==> config.mk <==
export PLATFORM = sky130hd
export DESIGN_NAME = mem_stall_ctrl
export DESIGN_NICKNAME = d
export VERILOG_FILES = /design/src/rtl/mem_stall_ctrl_pkg.sv /design/src/rtl/mem_stall_ctrl_lane_fmt.sv /design/src/rtl/mem_stall_ctrl.sv
export SDC_FILE = /design/constraint.sdc
export NUM_CORES = 1
export LEC_CHECK = 0
export CAP_MARGIN = 20
export CORE_MARGIN = 3
export CORE_UTILIZATION = 40
export CTS_CLUSTER_DIAMETER = 40
export DETAILED_ROUTE_END_ITERATION = 16
export GPL_ROUTABILITY_DRIVEN = 0
export GPL_TIMING_DRIVEN = 0
export MAX_ROUTING_LAYER = met4
export PLACE_DENSITY_LB_ADDON = 0.2
export SKIP_CTS_REPAIR_TIMING = 1
export SYNTH_ARGS = -nofsm -noshare
export SYNTH_HDL_FRONTEND = slang
export SYNTH_SLANG_ARGS = --single-unit
==> constraint.sdc <==
create_clock -name clk -period 2.4 [get_ports clk]
set_input_delay 0.72 -clock clk [delete_from_list [all_inputs] [get_ports clk]]
set_output_delay 0.72 -clock clk [all_outputs]
set_load 0.02 [all_outputs]
==> src/rtl/mem_stall_ctrl_pkg.sv <==
// Shared definitions for the MEM-stage data-memory stall controller:
// FSM encoding, access-size codes and the default response timeout.
package mem_stall_ctrl_pkg;

    typedef enum logic [1:0] {
        ST_IDLE = 2'b00,
        ST_REQ  = 2'b01,
        ST_DONE = 2'b10,
        ST_ERR  = 2'b11
    } state_e;

    localparam logic [1:0] MEM_BYTE = 2'b00;
    localparam logic [1:0] MEM_HALF = 2'b01;
    localparam logic [1:0] MEM_WORD = 2'b10;

    localparam int unsigned TIMEOUT_CYC_DEF = 16;

endpackage

==> src/rtl/mem_stall_ctrl_lane_fmt.sv <==
// Byte-lane formatting: derives the lane enables from size/offset and
// replicates right-aligned store data across the active lanes.
module mem_lane_fmt
    import mem_stall_ctrl_pkg::*;
(
    input  logic [1:0]  size_i,
    input  logic [1:0]  addr_lo_i,
    input  logic [31:0] wdata_i,
    output logic [3:0]  be_o,
    output logic [31:0] wdata_o
);

    // Lane enable and data replication per access size; code 11 acts as word.
    always_comb begin
        be_o    = 4'b1111;
        wdata_o = wdata_i;
        case (size_i)
            MEM_BYTE: begin
                be_o    = 4'b0001 << addr_lo_i;
                wdata_o = {4{wdata_i[7:0]}};
            end
            MEM_HALF: begin
                be_o    = 4'b0011 << {addr_lo_i[1], 1'b0};
                wdata_o = {2{wdata_i[15:0]}};
            end
            MEM_WORD: begin
                be_o    = 4'b1111;
                wdata_o = wdata_i;
            end
            default: begin
                be_o    = 4'b1111;
                wdata_o = wdata_i;
            end
        endcase
    end

endmodule

==> src/rtl/mem_stall_ctrl.sv <==
// MEM-stage data-memory handshake controller: issues one request per
// load/store, stalls the pipeline until ack, and latches a sticky timeout.
module mem_stall_ctrl
    import mem_stall_ctrl_pkg::*;
#(
    parameter int unsigned TIMEOUT_CYC = TIMEOUT_CYC_DEF
) (
    input  logic        clk,
    input  logic        rst_n,
    input  logic        mem_r_MEM,
    input  logic        mem_w_MEM,
    input  logic [2:0]  u_b_h_w_MEM,
    input  logic [31:0] addr_MEM,
    input  logic [31:0] wdata_MEM,
    output logic        dmem_req,
    output logic        dmem_we,
    output logic [31:0] dmem_addr,
    output logic [3:0]  dmem_be,
    output logic [31:0] dmem_wdata,
    input  logic        dmem_ack,
    input  logic [31:0] dmem_rdata,
    output logic        stall_req,
    output logic [31:0] rdata_MEM,
    output logic        rdata_valid,
    output logic        mem_err
);

    localparam int unsigned    CNT_W    = $clog2(TIMEOUT_CYC + 1);
    localparam logic [CNT_W-1:0] CNT_LAST = CNT_W'(TIMEOUT_CYC - 1);

    state_e             state_q, state_d;
    logic [CNT_W-1:0]   cnt_q, cnt_d;
    logic               req_q, req_d;
    logic               we_q, we_d;
    logic [31:0]        addr_q, addr_d;
    logic [3:0]         be_q, be_d;
    logic [31:0]        wdata_q, wdata_d;
    logic [31:0]        rdata_q, rdata_d;
    logic               rvalid_q, rvalid_d;
    logic               err_q, err_d;
    logic               stall_s;
    logic               op_s;
    logic [3:0]         lane_be_s;
    logic [31:0]        lane_wdata_s;
    logic               unused_sign_s;

    // The signedness flag only matters to the load extender downstream.
    assign unused_sign_s = u_b_h_w_MEM[2];
    assign op_s          = mem_r_MEM | mem_w_MEM;

    mem_lane_fmt u_lane_fmt (
        .size_i    (u_b_h_w_MEM[1:0]),
        .addr_lo_i (addr_MEM[1:0]),
        .wdata_i   (wdata_MEM),
        .be_o      (lane_be_s),
        .wdata_o   (lane_wdata_s)
    );

    // Next-state, request capture and combinational stall decode.
    always_comb begin
        state_d  = state_q;
        cnt_d    = cnt_q;
        req_d    = req_q;
        we_d     = we_q;
        addr_d   = addr_q;
        be_d     = be_q;
        wdata_d  = wdata_q;
        rdata_d  = rdata_q;
        rvalid_d = 1'b0;
        err_d    = err_q;
        stall_s  = 1'b0;
        case (state_q)
            ST_IDLE: begin
                if (op_s) begin
                    stall_s = 1'b1;
                    state_d = ST_REQ;
                    cnt_d   = {CNT_W{1'b0}};
                    req_d   = 1'b1;
                    we_d    = mem_w_MEM;
                    addr_d  = {addr_MEM[31:2], 2'b00};
                    be_d    = lane_be_s;
                    wdata_d = lane_wdata_s;
                end else begin
                    stall_s = 1'b0;
                end
            end
            ST_REQ: begin
                stall_s = 1'b1;
                // Ack on the final allowed cycle still completes normally.
                if (dmem_ack) begin
                    state_d = ST_DONE;
                    req_d   = 1'b0;
                    if (!we_q) begin
                        rdata_d  = dmem_rdata;
                        rvalid_d = 1'b1;
                    end else begin
                        rdata_d  = rdata_q;
                    end
                end else if (cnt_q == CNT_LAST) begin
                    state_d = ST_ERR;
                    req_d   = 1'b0;
                    err_d   = 1'b1;
                end else begin
                    cnt_d = cnt_q + CNT_W'(1);
                end
            end
            ST_DONE: begin
                state_d = ST_IDLE;
            end
            ST_ERR: begin
                stall_s = 1'b1;
                state_d = ST_ERR;
            end
            default: begin
                state_d = ST_IDLE;
            end
        endcase
    end

    // State and output registers, cleared asynchronously.
    always_ff @(posedge clk or negedge rst_n) begin
        if (!rst_n) begin
            state_q  <= ST_IDLE;
            cnt_q    <= {CNT_W{1'b0}};
            req_q    <= 1'b0;
            we_q     <= 1'b0;
            addr_q   <= 32'h0000_0000;
            be_q     <= 4'b0000;
            wdata_q  <= 32'h0000_0000;
            rdata_q  <= 32'h0000_0000;
            rvalid_q <= 1'b0;
            err_q    <= 1'b0;
        end else begin
            state_q  <= state_d;
            cnt_q    <= cnt_d;
            req_q    <= req_d;
            we_q     <= we_d;
            addr_q   <= addr_d;
            be_q     <= be_d;
            wdata_q  <= wdata_d;
            rdata_q  <= rdata_d;
            rvalid_q <= rvalid_d;
            err_q    <= err_d;
        end
    end

    assign dmem_req    = req_q;
    assign dmem_we     = we_q;
    assign dmem_addr   = addr_q;
    assign dmem_be     = be_q;
    assign dmem_wdata  = wdata_q;
    assign stall_req   = stall_s;
    assign rdata_MEM   = rdata_q;
    assign rdata_valid = rvalid_q;
    assign mem_err     = err_q;

endmodule

# [Word-level counts from Yosys, hierarchy flattened]
# Index checks and enable logic that the tools add are counted.
# W data, S select, Z words.
[op_classes] muxes=19 bitwise=3 reduce_logical=10 div=0 n_mul=0 n_addsub=1 shift=2 magnitude_cmp=0 n_eq_ne=9
[ops] cell="$pmux W32 S2" count=1
[ops] cell="$mux W5" count=3
[ops] cell="$pmux W5 S2" count=1
[ops] cell="$reduce_and A3 Y1" count=3
[ops] cell="$pmux W2 S4" count=1
[ops] cell="$pmux W4 S2" count=1
[ops] cell="$mux W1" count=7
[ops] cell="$mux W2" count=3
[ops] cell="$ne A2 B2 Y1 const B" count=3
[ops] cell="$add A5 B1 Y5 const B" count=1
[ops] cell="$eq A5 B4 Y1 const B" count=1
[ops] cell="$eq A2 B1 Y1 const B" count=2
[ops] cell="$eq A2 B2 Y1 const B" count=2
[ops] cell="$logic_not A2 Y1" count=2
[ops] cell="$pmux W1 S2" count=2
[ops] cell="$reduce_and A2 Y1" count=2
[ops] cell="$reduce_and A4 Y1" count=1
[ops] cell="$shl A1 B2 Y4 const A" count=1
[ops] cell="$shl A2 B2 Y4 const A" count=1
[ops] cell="$ne A3 B3 Y1 const B" count=1
[ops] cell="$not A1 Y1" count=2
[ops] cell="$reduce_bool A2 Y1" count=1
[ops] cell="$reduce_or A2 Y1" count=1
[ops] cell="$or A1 B1 Y1" count=1
[word_totals] out_inout_bits=105 inputBits=104 register_bits=109 latchBits=0 memories=0 romBits=0 word_cells=54 ramBits=0

# [Logic depth before layout (Yosys ltp)]
[logic_depth] word_depth=4 mapped_depth=6

# [Modules after synthesis]
# Synthesis repeated with hierarchy kept, for this count alone.
[unflattened] cells_unflattened=461 hier_area_um2=4729.5
[by_module_without_submodules] mod="mem_stall_ctrl" instances=1 area_per_inst_um2=4205.3 cells_each=401
[by_module_without_submodules] mod="mem_lane_fmt" instances=1 area_per_inst_um2=524.3 cells_each=60

# [Worst setup path after synthesis]
# No wires, ideal clock.
[synth_timing] kind="input -> output" start="in mem_w_MEM" end="out stall_req" arrival_time_ns=1.329 path_stages=3 required_time_ns=1.680 path_buffers=1 setup_slack_ns=0.351 cell_sequence="nor2_1 -> clkbuf_1 -> o21bai_1"
[synth_between] elab_chain_len=3
[synth_rtl] element="start, declared" line_no="mem_stall_ctrl.sv:11" source="input logic mem_w_MEM,"
[synth_rtl] element="$or A1 B1 Y1" line_no="mem_stall_ctrl.sv:49" source="assign op_s = mem_r_MEM | mem_w_MEM;"
[synth_rtl] element="$mux W1" line_no="mem_stall_ctrl.sv:74" source="if (op_s) begin"
[synth_rtl] element="$pmux W1 S2" line_no="mem_stall_ctrl.sv:72" source="case (state_q)"
[synth_rtl] element="end, declared" line_no="mem_stall_ctrl.sv:22" source="output logic stall_req,"
# Every way passes these cells.

# [Final worst setup path]
[layout_timing] start="in mem_r_MEM" end="out stall_req"
[layout_between] elab_chain_len=3
[layout_rtl] element="start, declared" line_no="mem_stall_ctrl.sv:10" source="input logic mem_r_MEM,"
[layout_rtl] element="$or A1 B1 Y1" line_no="mem_stall_ctrl.sv:49"
[layout_rtl] element="$mux W1" line_no="mem_stall_ctrl.sv:74"
[layout_rtl] element="$pmux W1 S2" line_no="mem_stall_ctrl.sv:72"
# Every way passes these cells.

==> metrics.sh <==
DIE_AREA_UM2=12700
SYN_AVG_CELL_AREA_UM2=13.8
MINIMUM_PERIOD_IMPLIED_BY_THE_FINAL_WORST_SETUP_SLACK_NS=2.19
POST-SYNTH-TOP-AREA-FRACTION_PCT=59.8
GRT_OVERFLOW_TOTAL=0
WORST_PATH_CLK_SLEW_NS=0.07
MOSTFREQUENTLAYOUTCELL='clkdlybuf4s50_1'
WORST-PATH-MAX-FANOUT=10
SYNTH_TOP_CELLS_BY_AREA='dfrtp_1, mux2_2, mux2i_1'
SETUP_VIOL=0
FLOW.AREA_GROWTH_FROM_SYNTHESIS_PCT=56.1
POWER_DENSITY_nW_PER_UM2=1290
FLIP_FLOP_AND_LATCH_COUNT_AFTER_SYNTHESIS=109
LKG_PWR_nW=3.03
GRT_USAGE_PCT=19.3
TIMING.FMAX_MHz=456
VDD_IR_DROP_MAX_V=0.000718
SEQ_AREA_FRAC_SYNTH_PCT=59.8
WIRELENGTH_MM=11.9
NUM_ANTENNA_CELLS=0
CLOCK_LATENCY_NS=0.34
CLKSINKCOUNT=109
CLOCK_TREE.ROOT_CELL='clkbuf_16'
FINAL_DESIGN_AREA_NO_FILL_UM2=7120
WHS_NS=0.462
WORST_R2R_STARTPOINT='cnt_q[0]'
GRT_FIRST_PASS_WIRELENGTH_MM=18.9
WORSTPATHARRIVAL_NS=1.47
POST-ROUTE-UTIL_PCT=64.8
CTS-ROOT-TO-SINK-BUFFERS=2
DETAILEDPLACE.WORSTSLACK_NS=-0.832
MAPPEDNETLISTAREA_UM2=4560
LAUNCH_POINT_OF_THE_WORST_PATH='mem_r_MEM'
FINAL-HOLD-VIOLATION-COUNT=0
WORST_PATH_SETUP_SLACK_AFTER_ROUTING_NS=0.205
NUMBER_OF_GLOBAL_ROUTE_VIAS_BEFORE_REPAIR=3749
GRT_START_MAX_NET_PINS=63
PLACEABLECOREAREA_UM2=11000
ANT_NETS=0
CRIT_PATH_START_KIND='primary input'
SYNTH_LARGEST_AREA_CELL='dfrtp_1'
RUN_STATUS='finished clean'
ROW_COUNT=38
MAX-SLEW-MARGIN-REL_PCT=46.9
IO-PIN-COUNT=209
FINAL_LAYOUT_SIZE_SUFFIX_GT1_SHARE_PCT=19.2
RSZ0062_AT_GRT='no'
DR_TOTAL_VIAS=3450
FLOORPLAN.INITIALDENSITY_PCT=41.5
PORTBUFFERS=204
ACTUAL_TRANSITION_AT_THE_WORST_MAX_TRANSITION_PIN_NS=0.796
DRT_DRC_VIOLATIONS_LEFT=0
TIMING.FINAL.MAX_SLEW_VIOLATIONS=0
POST_DRT_WL_PER_CELL_UM=17.1
GRT_ANTENNA_BEFORE_REPAIR=0
HOLD_PATH_CLASS='primary input to asynchronous set/reset pin'
SKEW_NS=0.00658
NUM-NETS-FINAL=654
TIMING.FINAL.CRIT_SHARE_PCT=91.4
SYNTH_CELLS=330
CTS-BUFFERS-INSERTED=9
DIE_W_UM=113
HPWL_AFTER_DETAILED_PLACEMENT_MM=9.11
DIE_H_UM=113
SYNTH_CELL_TYPES=36
YOSYS_WARNINGS=0
MAX_CAP_VIOLATIONS=0
PATH_CLASS='primary input to output pin'
TIMING.CRITICAL_PATH.TO_TYPE='output pin'
DRT-PASS1-ITER-COUNT=4
CP_DATA_REQUIRED_TIME_NS=1.68
CTS.HTREE.LEVELS=3
COMMONEST_NON_FILL_NON_TAP_CELLS_IN_THE_LAYOUT='clkdlybuf4s50_1, dfrtp_1, mux2_2'
DETAIL_ROUTE.VIAS_PER_CELL=4.98
TRITONCTS='yes'
PLACEDINSTANCEAREA_UM2=6810
DRT_FIRST_ITER_VIOLATIONS=81
[cell usage after synthesis, drive strengths merged]
library cell and count:
a2bb2oi 1, buf 13, a31oi 2, or2 2
conb 1, nand3 1, inv 5, clkbuf 6
mux2i 24, nor4b 1, and4b 1, a22o 4
xnor2 1, nand2 10, a31o 1, nor2b 3
nor3b 1, mux2 79, and3b 1, o21bai 1
nor2 5, a21oi 5, o21ai 47, a211o 1
dfrtp 109, ha 2, a21boi 1, and3 1
nand2b 1
[critical path: stages]
cell	delay [ns]
dlymetal6s2s_1	0.17
nor2_2	0.15
buf_4	0.19
o21bai_2	0.07
buf_4	0.17
[power by group]
| group | total [mW] | internal (mW) | switching [mW] | leakage, nW |
|---|---|---|---|---|
| registers | 3.20 | 2.73 | 0.471 | 1.32 |
| clock network | 1.46 | 0.835 | 0.629 | 0.143 |
| logic | 4.55 | 2.41 | 2.15 | 1.57 |
[cells by family after synthesis]
kind of cell | share of synthesized area [%]
flops | 59.8
xor+xnor | 0.192
mux | 24.8
compound gates | 7.65
buf+inv | 3.07
simple gates | 3.87
fa+ha+maj | 0.549
other cells | 0.0822
[path summary, 6_finish.rpt]
kind                                 endpoint  slack (ns)  cells after the start
worst max-delay path                stall_req        0.21                      5
worst min-delay path             rdata_MEM[8]        0.46                      1
worst max register to register       cnt_q[2]        0.31                      6
worst min register to register        mem_err        0.47                      1
max in group asynchronous       rdata_MEM[30]        1.24                      2
min in group clk                      mem_err        0.47                      1
[final cells by class]
| cell class | count | area, µm² |
|---|---|---|
| plain buffers | 19 | 125 |
| clock buffers | 12 | 246 |
| clock inverters | 4 | 47.5 |
| fillers | 882 | 3860 |
| inverters | 5 | 18.8 |
| multi-input cells | 198 | 1700 |
| flip-flops and latches | 109 | 2730 |
| well taps | 140 | 175 |
| repair buffers | 206 | 2080 |
[routing by layer]
metal | vias to the layer above | GRT usage, % | share of wire [%]
li1 | 1612 | - | -
met1 | 1678 | 23.3 | 42
met2 | 145 | 31.5 | 47
met3 | 15 | 5.88 | 9.0
met4 | 0 | 5.29 | 1.1
met5 | - | - | 0
[sequential cells by signal, summed over array words and instances, names as in the netlist]
register	count
dmem_wdata	32
mem_err	1
dmem_addr	30
dmem_we	1
cnt_q	5
dmem_be	4
rdata_valid	1
dmem_req	1
rdata_MEM	32
state_q	2
[stage by stage]
| step | cells | TNS, ns | power [mW] |
|---|---|---|---|
| floorplan | 331 | 0 | 5.50 |
| global placement | 675 | -383.64 | 7.71 |
| detailed placement | 676 | -4.17 | 7.84 |
| CTS | 692 | -0.842 | 9.33 |
| global route | 693 | 0 | 9.74 |
| finish | 693 | 0 | 9.22 |
Power figures use the tool's default switching activity.
